==> config.mk <==
export PLATFORM = sky130hd
export DESIGN_NAME = serial_shift_driver
export DESIGN_NICKNAME = d
export VERILOG_FILES = /design/src/rtl/serial_shift_driver.sv
export SDC_FILE = /design/constraint.sdc
export NUM_CORES = 1
export LEC_CHECK = 0
export CORE_ASPECT_RATIO = 1.75
export CORE_MARGIN = 4
export CORE_UTILIZATION = 50
export DETAILED_ROUTE_END_ITERATION = 16
export DONT_BUFFER_PORTS = 1
export GPL_ROUTABILITY_DRIVEN = 0
export PLACE_DENSITY = 0.68
export SLEW_MARGIN = 0
export SYNTH_ARGS = -nofsm -noshare
export SYNTH_HDL_FRONTEND = slang
export SYNTH_SLANG_ARGS = --single-unit
==> constraint.sdc <==
create_clock -name clk -period 1.7 [get_ports clk]
set_input_delay 0.17 -clock clk [delete_from_list [all_inputs] [get_ports clk]]
set_output_delay 0.17 -clock clk [all_outputs]
set_load 0.005 [all_outputs]
==> src/rtl/serial_shift_driver.sv <==
// rtl/serial_shift_driver.sv - parallel-to-serial driver for an external shift/latch register chain
//
// Shifts one DATA_WIDTH-bit word out on sdat, with sclk high for CLK_DIV clk
// cycles and low for CLK_DIV clk cycles per bit. After the last bit it pulses
// latch for CLK_DIV cycles, then pulses done for one cycle.
//
// Ports
//   clk     in   system clock; all state updates on its rising edge
//   rst_n   in   asynchronous active-low reset
//   start   in   transfer request; accepted only in IDLE
//   par_in  in   [DATA_WIDTH] word captured when start is accepted
//   busy    out  high in LOW, HIGH and LATCH
//   done    out  one-cycle pulse in the first IDLE cycle after LATCH
//   sclk    out  serial shift clock
//   sdat    out  serial data; stable around the sclk rising edge
//   latch   out  storage-latch strobe
module serial_shift_driver #(
    parameter int DATA_WIDTH = 16,
    parameter int CLK_DIV    = 4,
    parameter int LSB_FIRST  = 0
) (
    input  logic                  clk,
    input  logic                  rst_n,
    input  logic                  start,
    input  logic [DATA_WIDTH-1:0] par_in,
    output logic                  busy,
    output logic                  done,
    output logic                  sclk,
    output logic                  sdat,
    output logic                  latch
);

    localparam int BW      = $clog2(DATA_WIDTH + 1);
    localparam int PW      = $clog2(CLK_DIV + 1);
    localparam int OUT_IDX = (LSB_FIRST != 0) ? 0 : DATA_WIDTH - 1;

    typedef enum logic [1:0] {
        S_IDLE  = 2'd0,
        S_LOW   = 2'd1,
        S_HIGH  = 2'd2,
        S_LATCH = 2'd3
    } state_t;

    state_t                r_state;
    state_t                w_state_nxt;
    logic [DATA_WIDTH-1:0] r_shift;
    logic [DATA_WIDTH-1:0] w_shift_nxt;
    logic [BW-1:0]         r_bit_cnt;
    logic [BW-1:0]         w_bit_cnt_nxt;
    logic [PW-1:0]         r_phase_cnt;
    logic [PW-1:0]         w_phase_cnt_nxt;

    logic r_busy, r_done, r_sclk, r_sdat, r_latch;
    logic w_busy_nxt, w_done_nxt, w_sclk_nxt, w_sdat_nxt, w_latch_nxt;

    logic                  w_phase_end;
    logic [DATA_WIDTH-1:0] w_shift_moved;

    assign w_phase_end = (r_phase_cnt == '0);

    // Move the word one place toward the output end, filling with zero.
    generate
        if (LSB_FIRST != 0) begin : g_lsb_first
            assign w_shift_moved = {1'b0, r_shift[DATA_WIDTH-1:1]};
        end else begin : g_msb_first
            assign w_shift_moved = {r_shift[DATA_WIDTH-2:0], 1'b0};
        end
    endgenerate

    // State register
    always_ff @(posedge clk or negedge rst_n) begin
        if (!rst_n) begin
            r_state <= S_IDLE;
        end else begin
            r_state <= w_state_nxt;
        end
    end

    // Next-state logic
    always_comb begin
        w_state_nxt = r_state;
        case (r_state)
            S_IDLE:  if (start)       w_state_nxt = S_LOW;
            S_LOW:   if (w_phase_end) w_state_nxt = S_HIGH;
            S_HIGH:  if (w_phase_end) w_state_nxt = (r_bit_cnt > BW'(1)) ? S_LOW : S_LATCH;
            S_LATCH: if (w_phase_end) w_state_nxt = S_IDLE;
            default:                  w_state_nxt = S_IDLE;
        endcase
    end

    // Output / datapath next values. Outputs are computed one cycle ahead
    // from the next state so that every output pin comes straight off a flop.
    always_comb begin
        w_shift_nxt     = r_shift;
        w_bit_cnt_nxt   = r_bit_cnt;
        w_phase_cnt_nxt = r_phase_cnt;

        case (r_state)
            S_IDLE: begin
                if (start) begin
                    w_shift_nxt     = par_in;
                    w_bit_cnt_nxt   = BW'(DATA_WIDTH);
                    w_phase_cnt_nxt = PW'(CLK_DIV - 1);
                end
            end
            S_HIGH: begin
                w_phase_cnt_nxt = w_phase_end ? PW'(CLK_DIV - 1) : r_phase_cnt - PW'(1);
                if (w_phase_end) begin
                    w_shift_nxt   = w_shift_moved;
                    w_bit_cnt_nxt = r_bit_cnt - BW'(1);
                end
            end
            default: begin
                w_phase_cnt_nxt = w_phase_end ? PW'(CLK_DIV - 1) : r_phase_cnt - PW'(1);
            end
        endcase

        w_busy_nxt  = (w_state_nxt != S_IDLE);
        w_sclk_nxt  = (w_state_nxt == S_HIGH);
        w_latch_nxt = (w_state_nxt == S_LATCH);
        w_done_nxt  = (r_state == S_LATCH) && (w_state_nxt == S_IDLE);
        w_sdat_nxt  = ((w_state_nxt == S_LOW) || (w_state_nxt == S_HIGH)) ?
                      w_shift_nxt[OUT_IDX] : 1'b0;
    end

    // Datapath and output registers
    always_ff @(posedge clk or negedge rst_n) begin
        if (!rst_n) begin
            r_shift     <= '0;
            r_bit_cnt   <= '0;
            r_phase_cnt <= '0;
            r_busy      <= 1'b0;
            r_done      <= 1'b0;
            r_sclk      <= 1'b0;
            r_sdat      <= 1'b0;
            r_latch     <= 1'b0;
        end else begin
            r_shift     <= w_shift_nxt;
            r_bit_cnt   <= w_bit_cnt_nxt;
            r_phase_cnt <= w_phase_cnt_nxt;
            r_busy      <= w_busy_nxt;
            r_done      <= w_done_nxt;
            r_sclk      <= w_sclk_nxt;
            r_sdat      <= w_sdat_nxt;
            r_latch     <= w_latch_nxt;
        end
    end

    assign busy  = r_busy;
    assign done  = r_done;
    assign sclk  = r_sclk;
    assign sdat  = r_sdat;
    assign latch = r_latch;

endmodule

=== Yosys cells after proc, flatten, opt, wreduce, memory -nomap -nowiden ===
Index checks and enable logic that the tools add are counted.

* Logic and storage cells: 45
* Bits of input ports: 19
* Register bits after elaboration: 31
* Output and inout bits: 5

* Equal/unequal tests: 8
* Magnitude comparators: 1
* Reduce and logical (&&, ||, !) cells: 8
* Muxes and demuxes: 16
* $add $sub $neg: 2

{| class="wikitable"
|+ Operators with widths
! kind !! number
|-
| 2-to-1 mux 16 bit || 2
|-
| one-hot mux 16 bit (2 select lines) || 1
|-
| 2-to-1 mux 2 bit || 5
|-
| 2-to-1 mux 5 bit || 2
|-
| one-hot mux 5 bit (2 select lines) || 1
|-
| 2-to-1 mux 3 bit || 3
|-
| equality test 2 bit (second input constant) || 4
|-
| one-hot mux 2 bit (4 select lines) || 1
|-
| greater-than comparator 5 x 1 -> 1 bit (second input constant) || 1
|-
| subtractor 5 x 1 -> 5 bit (second input constant) || 1
|-
| equality test 2 x 1 -> 1 bit (second input constant) || 2
|-
| logical NOT 2 bit || 2
|-
| inequality test 2 bit (second input constant) || 2
|-
| nonzero test 2 bit || 2
|-
| logical NOT 3 bit || 1
|-
| AND reduction 3 bit || 1
|-
| subtractor 3 x 1 -> 3 bit (second input constant) || 1
|-
| logical AND 1 bit || 1
|-
| logical OR 1 bit || 1
|-
| 2-to-1 mux 1 bit || 1
|}

=== Logic depth before layout (Yosys ltp) ===
* Depth after elaboration: 7
* Mapped depth: 7
* Mapped depth without buffers: 7

=== Worst setup path before layout ===
OpenSTA, ideal clock, no wires.

* Path kind: reg2reg
* From: register r_state[0]
* To: register r_sdat, in the netlist sdat
* Data required time: 1581 ps
* Library setup time: 119 ps
* Cell stages (with the launch flop): 7
* Clock period less this slack: 1560 ps
* Path slack: 140 ps
* Arrival time: 1441 ps
* Path buffers: 1
* Path through: dfrtp_1 > buf_2 > nor4_1 > a21oi_1 > a21o_1 > ha_1 > and2_1

* Cells in the longest elaborated chain, start to end: 5
* Elaborated cells between the ends (all ways): 14
* Those cells by class: eq/ne (5); mux (7); reduce/logical (2)

{| class="wikitable"
|+ RTL lines
! element !! RTL line !! RTL
|-
| start: declaration || 44 || <nowiki>state_t r_state;</nowiki>
|-
| start signal: assignment || 75 || <nowiki>r_state <= w_state_nxt;</nowiki>
|-
| equality test 2 bit, or another cell as far along || 82 || <nowiki>case (r_state)</nowiki>
|-
| one-hot mux 2 bit (4 select lines) || 82 ||
|-
| equality test 2 x 1 -> 1 bit / equality test 2 bit (equally long branches) || 122 || <nowiki>w_sdat_nxt = ((w_state_nxt == S_LOW) || (w_state_nxt == S_HIGH)) ?</nowiki>
|-
| logical OR 1 bit || 122 ||
|-
| 2-to-1 mux 1 bit * || 122 ||
|-
| via w_sdat_nxt || 54 || <nowiki>logic w_busy_nxt, w_done_nxt, w_sclk_nxt, w_sdat_nxt, w_latch_nxt;</nowiki>
|-
| end signal: assignment || 144 || <nowiki>r_sdat <= w_sdat_nxt;</nowiki>
|-
| end: declaration || 53 || <nowiki>logic r_busy, r_done, r_sclk, r_sdat, r_latch;</nowiki>
|}

The timed path passes the listed nets; every way through them passes the cells marked *.
A chain may end at the register's enable or synchronous reset.

=== Final worst setup path ===
* From: register r_phase_cnt[1]
* To: register r_sdat, in the netlist sdat

* Cells in the longest elaborated chain, start to end: 6
* Elaborated cells between the ends (all ways): 11
* Those cells by class: eq/ne (2); mux (7); reduce/logical (2)

{| class="wikitable"
|+ RTL lines
! element !! RTL line !! RTL
|-
| start: declaration || 50 || <nowiki>logic [PW-1:0] r_phase_cnt;</nowiki>
|-
| start signal: assignment || 140 || <nowiki>r_phase_cnt <= w_phase_cnt_nxt;</nowiki>
|-
| logical NOT 3 bit * || 59 || <nowiki>assign w_phase_end = (r_phase_cnt == '0);</nowiki>
|-
| 2-to-1 mux 2 bit (on tied branches) || 86, 84, 85 ||
|-
| one-hot mux 2 bit (4 select lines) || 82 ||
|-
| equality test 2 x 1 -> 1 bit / equality test 2 bit (equally long branches) || 122 ||
|-
| logical OR 1 bit || 122 ||
|-
| 2-to-1 mux 1 bit * || 122 ||
|-
| via w_sdat_nxt || 54 ||
|}

The timed path passes the listed nets; every way through them passes the cells marked *. The select of a mux whose other input is x is not followed.

==> run summary <==
The post-layout total power was 2930 uW. The minimum setup slack among reg-to-reg paths was 70 ps. The worst stage delay on the critical path came out at 390 ps. Data arrives at the worst endpoint at 1800 ps. Wires add up to 2870 um.

In the global route stage, overall resource usage came out at 17.3%. Setup repair after global routing left no endpoint under its margin. In the synthesized netlist, the cells that appear most often are sky130_fd_sc_hd__nand2_1 (33), sky130_fd_sc_hd__dfrtp_1 (31), sky130_fd_sc_hd__a22oi_1 (14). The first routing iteration left 23 violations. The endpoint of the lowest-slack register-to-register path was sdat. The static leakage was 0.000794 uW. The register clock-pin slew on the reported worst setup and hold paths was 70 ps. Counting flops and latches in the post-synthesis netlist gives 31. Summed over all nets, the half-perimeter wirelength after detailed placement is 1990 um. The area occupied by multi-input gates is 637 um^2, and the count of unresolved DRC violations after routing is 0.

For the highest clock frequency the design can meet, the log shows 0.614 GHz. The fraction of power consumed by sequential logic was 45.3%. The die span in y came out at 79.9 um. TritonCTS created 5 clock buffers. Clock latency on the worst-skew pair, taken at its later pin, is 280 ps.

After detailed routing, the number of vias per cell comes to 5.72. Number of hold violations in the final report: 0. At the end of the flow, the number of nets in the layout was 175.

Count of port buffers added during placement: 0. sky130_fd_sc_hd__dfrtp_1 takes more of the synthesized area than any other cell. For this run the aggregate overflow at the end of global routing stands at 0. The number of cells on the worst reg-to-reg path is 7. Full die area: 3930 um^2. In the final routed layout, each cell accounts on average for 16.2 um. Timing analysis after detailed placement gives a worst setup slack of -88.7 ps.

The number of vias after detailed routing was 1012. The fraction of power spent switching nets works out to 35.9%. The number of enable flip-flop cells after synthesis is 0. CTS built an H-tree with a depth of 2. The number of setup buffers added after CTS is 0. In this run the clock root is driven by a sky130_fd_sc_hd__clkbuf_8. Registers take 776 um^2. For the switching power summed over all nets, the log shows 1050 uW.

The worst setup path is launched from a flip-flop. After synthesis, the cell types taking the most area are sky130_fd_sc_hd__dfrtp_1 (52%), sky130_fd_sc_hd__nand2_1 (8.4%), sky130_fd_sc_hd__a22oi_1 (7.1%). The worst IR drop on VDD was 0.00116 V; the buffer levels on the longest clock path was 2. The diode insertion count for antenna repair was 0. The hold path startpoint is par_in[12]. The maximum clock skew at final layout came out at 9.73 ps. Among all cell types in the netlist, the one instantiated most often is sky130_fd_sc_hd__nand2_1. For the number of global-route vias before repair, the log shows 1037. Beginning of the worst register-to-register path: r_phase_cnt[1].

The run gives 1870 ps as the required arrival time at the worst endpoint. The number of maximum-capacitance violations came out at 0. In this run the remaining antenna-violating nets after routing total 0.

Summed over its instances, the top area cell type makes up 52.5% of the synthesized netlist area. TritonCTS built the clock tree. The startpoint-to-endpoint class of the critical path is reg -> reg. The critical path endpoint category is a flip-flop.

Counting I/O delays and the setup requirement, the final critical path takes 1630 ps. The flow ran to the end, and the final reports show no timing, DRC or antenna violations. The logs give 1480 um^2 for the summed instance area of the synthesized netlist and 0 for the number of max-slew violations in the final report. The worst hold path was traced through 2 stages. The tools report the net count after synthesis as 169. The tightest hold path in the finished design has a slack of 19.4 ps. The number of sinks on the clock net was 31; the growth of design area from synthesis to finish was 11.2%. Once layout is done, the placed cells without fillers occupy 1640 um^2. The slack of the critical path is 70.6 ps. The tools report the cell internal power dissipation as 1880 uW.

The worst slew slack as a fraction of its limit was 74.2%. The worst hold path terminates at r_shift[12]. The clock network accounts for 21.3% of the total power. The floorplan has 25 rows. In this run the power density over the cells is 1780 nW/um^2. The tools report the number of iterations in the first detailed-routing pass as 4. Cells fill 59.1% of the core in the end. The total core area was 2780 um^2; the sequential cell area fraction in the yosys report was 52.5%. The maximum fanout encountered on the critical timing path came out at 4. Setup violations remaining at the end of the flow were counted as 0. The critical path goes through inv_1, ha_4, and2b_2, a21oi_2, a21o_1, ha_1, and2_1. Summing all placed instances gives a cell area of 1490 um^2.

Average instance area after synthesis: 10.3 um^2. The number of cells produced by synthesis was 143. For the pin count of the biggest net entering global routing, the log shows 32.

In this run the worst hold path is classified as in -> reg. The proportion of synthesized flip-flops having asynchronous set or reset was 100%. The horizontal die dimension is 49.1 um. The prevailing post-synth register cell is sky130_fd_sc_hd__dfrtp_1.

The dominant delay contributor by cell family on the critical path is adder cells. The first global-routing pass estimated 4940 um of wire. The largest individual stage delay along the critical path comes from the cell sky130_fd_sc_hd__dfrtp_1. The layout has 236 filler cells. The pin slew with the least headroom to its limit was 386 ps; the distinct cell type count after synthesis was 33.

The combined buffer and inverter count along the critical path is 1, and the starting density of the core is 53.1%. Of the total power, combinational logic draws 33.3%. During synthesis, Yosys emitted a total of 0 warnings.

Of the cells placed in the final design, the portion with a size suffix greater than 1 is 16.7%. For this design the top-level I/O count stands at 24. The initial antenna violation count was 0.

The part of the cycle the worst path needs was 95.8%.
worst max-delay path by stage:
stage | startpoint | to | slack (ps) | cells after the start
floorplan | r_state[0] | sdat | 140 | 6
detailed placement | r_phase_cnt[0] | sdat | -90 | 7
global route | r_phase_cnt[1] | sdat | 20 | 7
global placement | r_phase_cnt[0] | sdat | 60 | 7
CTS | r_phase_cnt[0] | sdat | 20 | 7
finish | r_phase_cnt[1] | sdat | 70 | 7
per-stage QoR:
step,TNS (ps),instances
CTS,0,177
finish,0,177
detailed placement,-104,167
global placement,0,167
floorplan,0,143
global route,0,177
cell type report:
| class | count | share of cell area, % |
|---|---|---|
| Sequential cell | 31 | 47.2 |
| Tap cell | 27 | 2.05 |
| Inverter | 8 | 1.83 |
| Multi-Input combinational cell | 96 | 38.7 |
| Timing Repair Buffer | 7 | 4.11 |
| Clock buffer | 8 | 6.09 |
kinds of logic after synthesis:
logic type	Yosys count	synth area share (%)
and+or+nand+nor	57	19.2
DFF	31	52.5
AOI/OAI and AO/OA	27	13.2
buffers and inverters	16	5.92
adders and majority gates	7	5.92
muxes	3	2.12
xor gates and xnor gates	2	1.18
power by group through the flow:
stage	combinational, uW	sequential [uW]	clock [uW]
floorplan	765	1250	0
global placement	838	1310	0
detailed placement	908	1330	0
CTS	938	1320	652
global route	1120	1360	682
finish	975	1330	624
routing by layer:
layer  part of all wire [%]  up-vias  GRT usage (%)
met5                      0        -              0
met4                    2.7        0           12.0
met3                    4.7        5           4.67
met2                     53       23           28.6
met1                     40      491           18.9
li1                       -      493              -
layout by cell type, fill, tap and decap left out, drive strengths merged, types with 2 or more instances in the layout:
| cell type | instances |
|---|---|
| ha | 7 |
| buf | 6 |
| a21oi | 6 |
| dfrtp | 31 |
| xor2 | 2 |
| inv | 8 |
| mux2i | 2 |
| nand2 | 34 |
| a22oi | 14 |
| nor3 | 4 |
| clkbuf | 8 |
| nor2 | 10 |
flip-flops by register name, indices dropped and copies added, names as in the netlist, 2 cells and up:
register     cells
r_shift         16
r_bit_cnt        5
r_phase_cnt      3
r_state          2
timing repair:
item	CTS	global route
hold endpoints to repair	31	0
gates cloned	0	0
setup endpoints to repair	2	6
gates resized for setup	2	5
hold buffers	2	0
No activity file was read; power rests on OpenSTA's default activity.
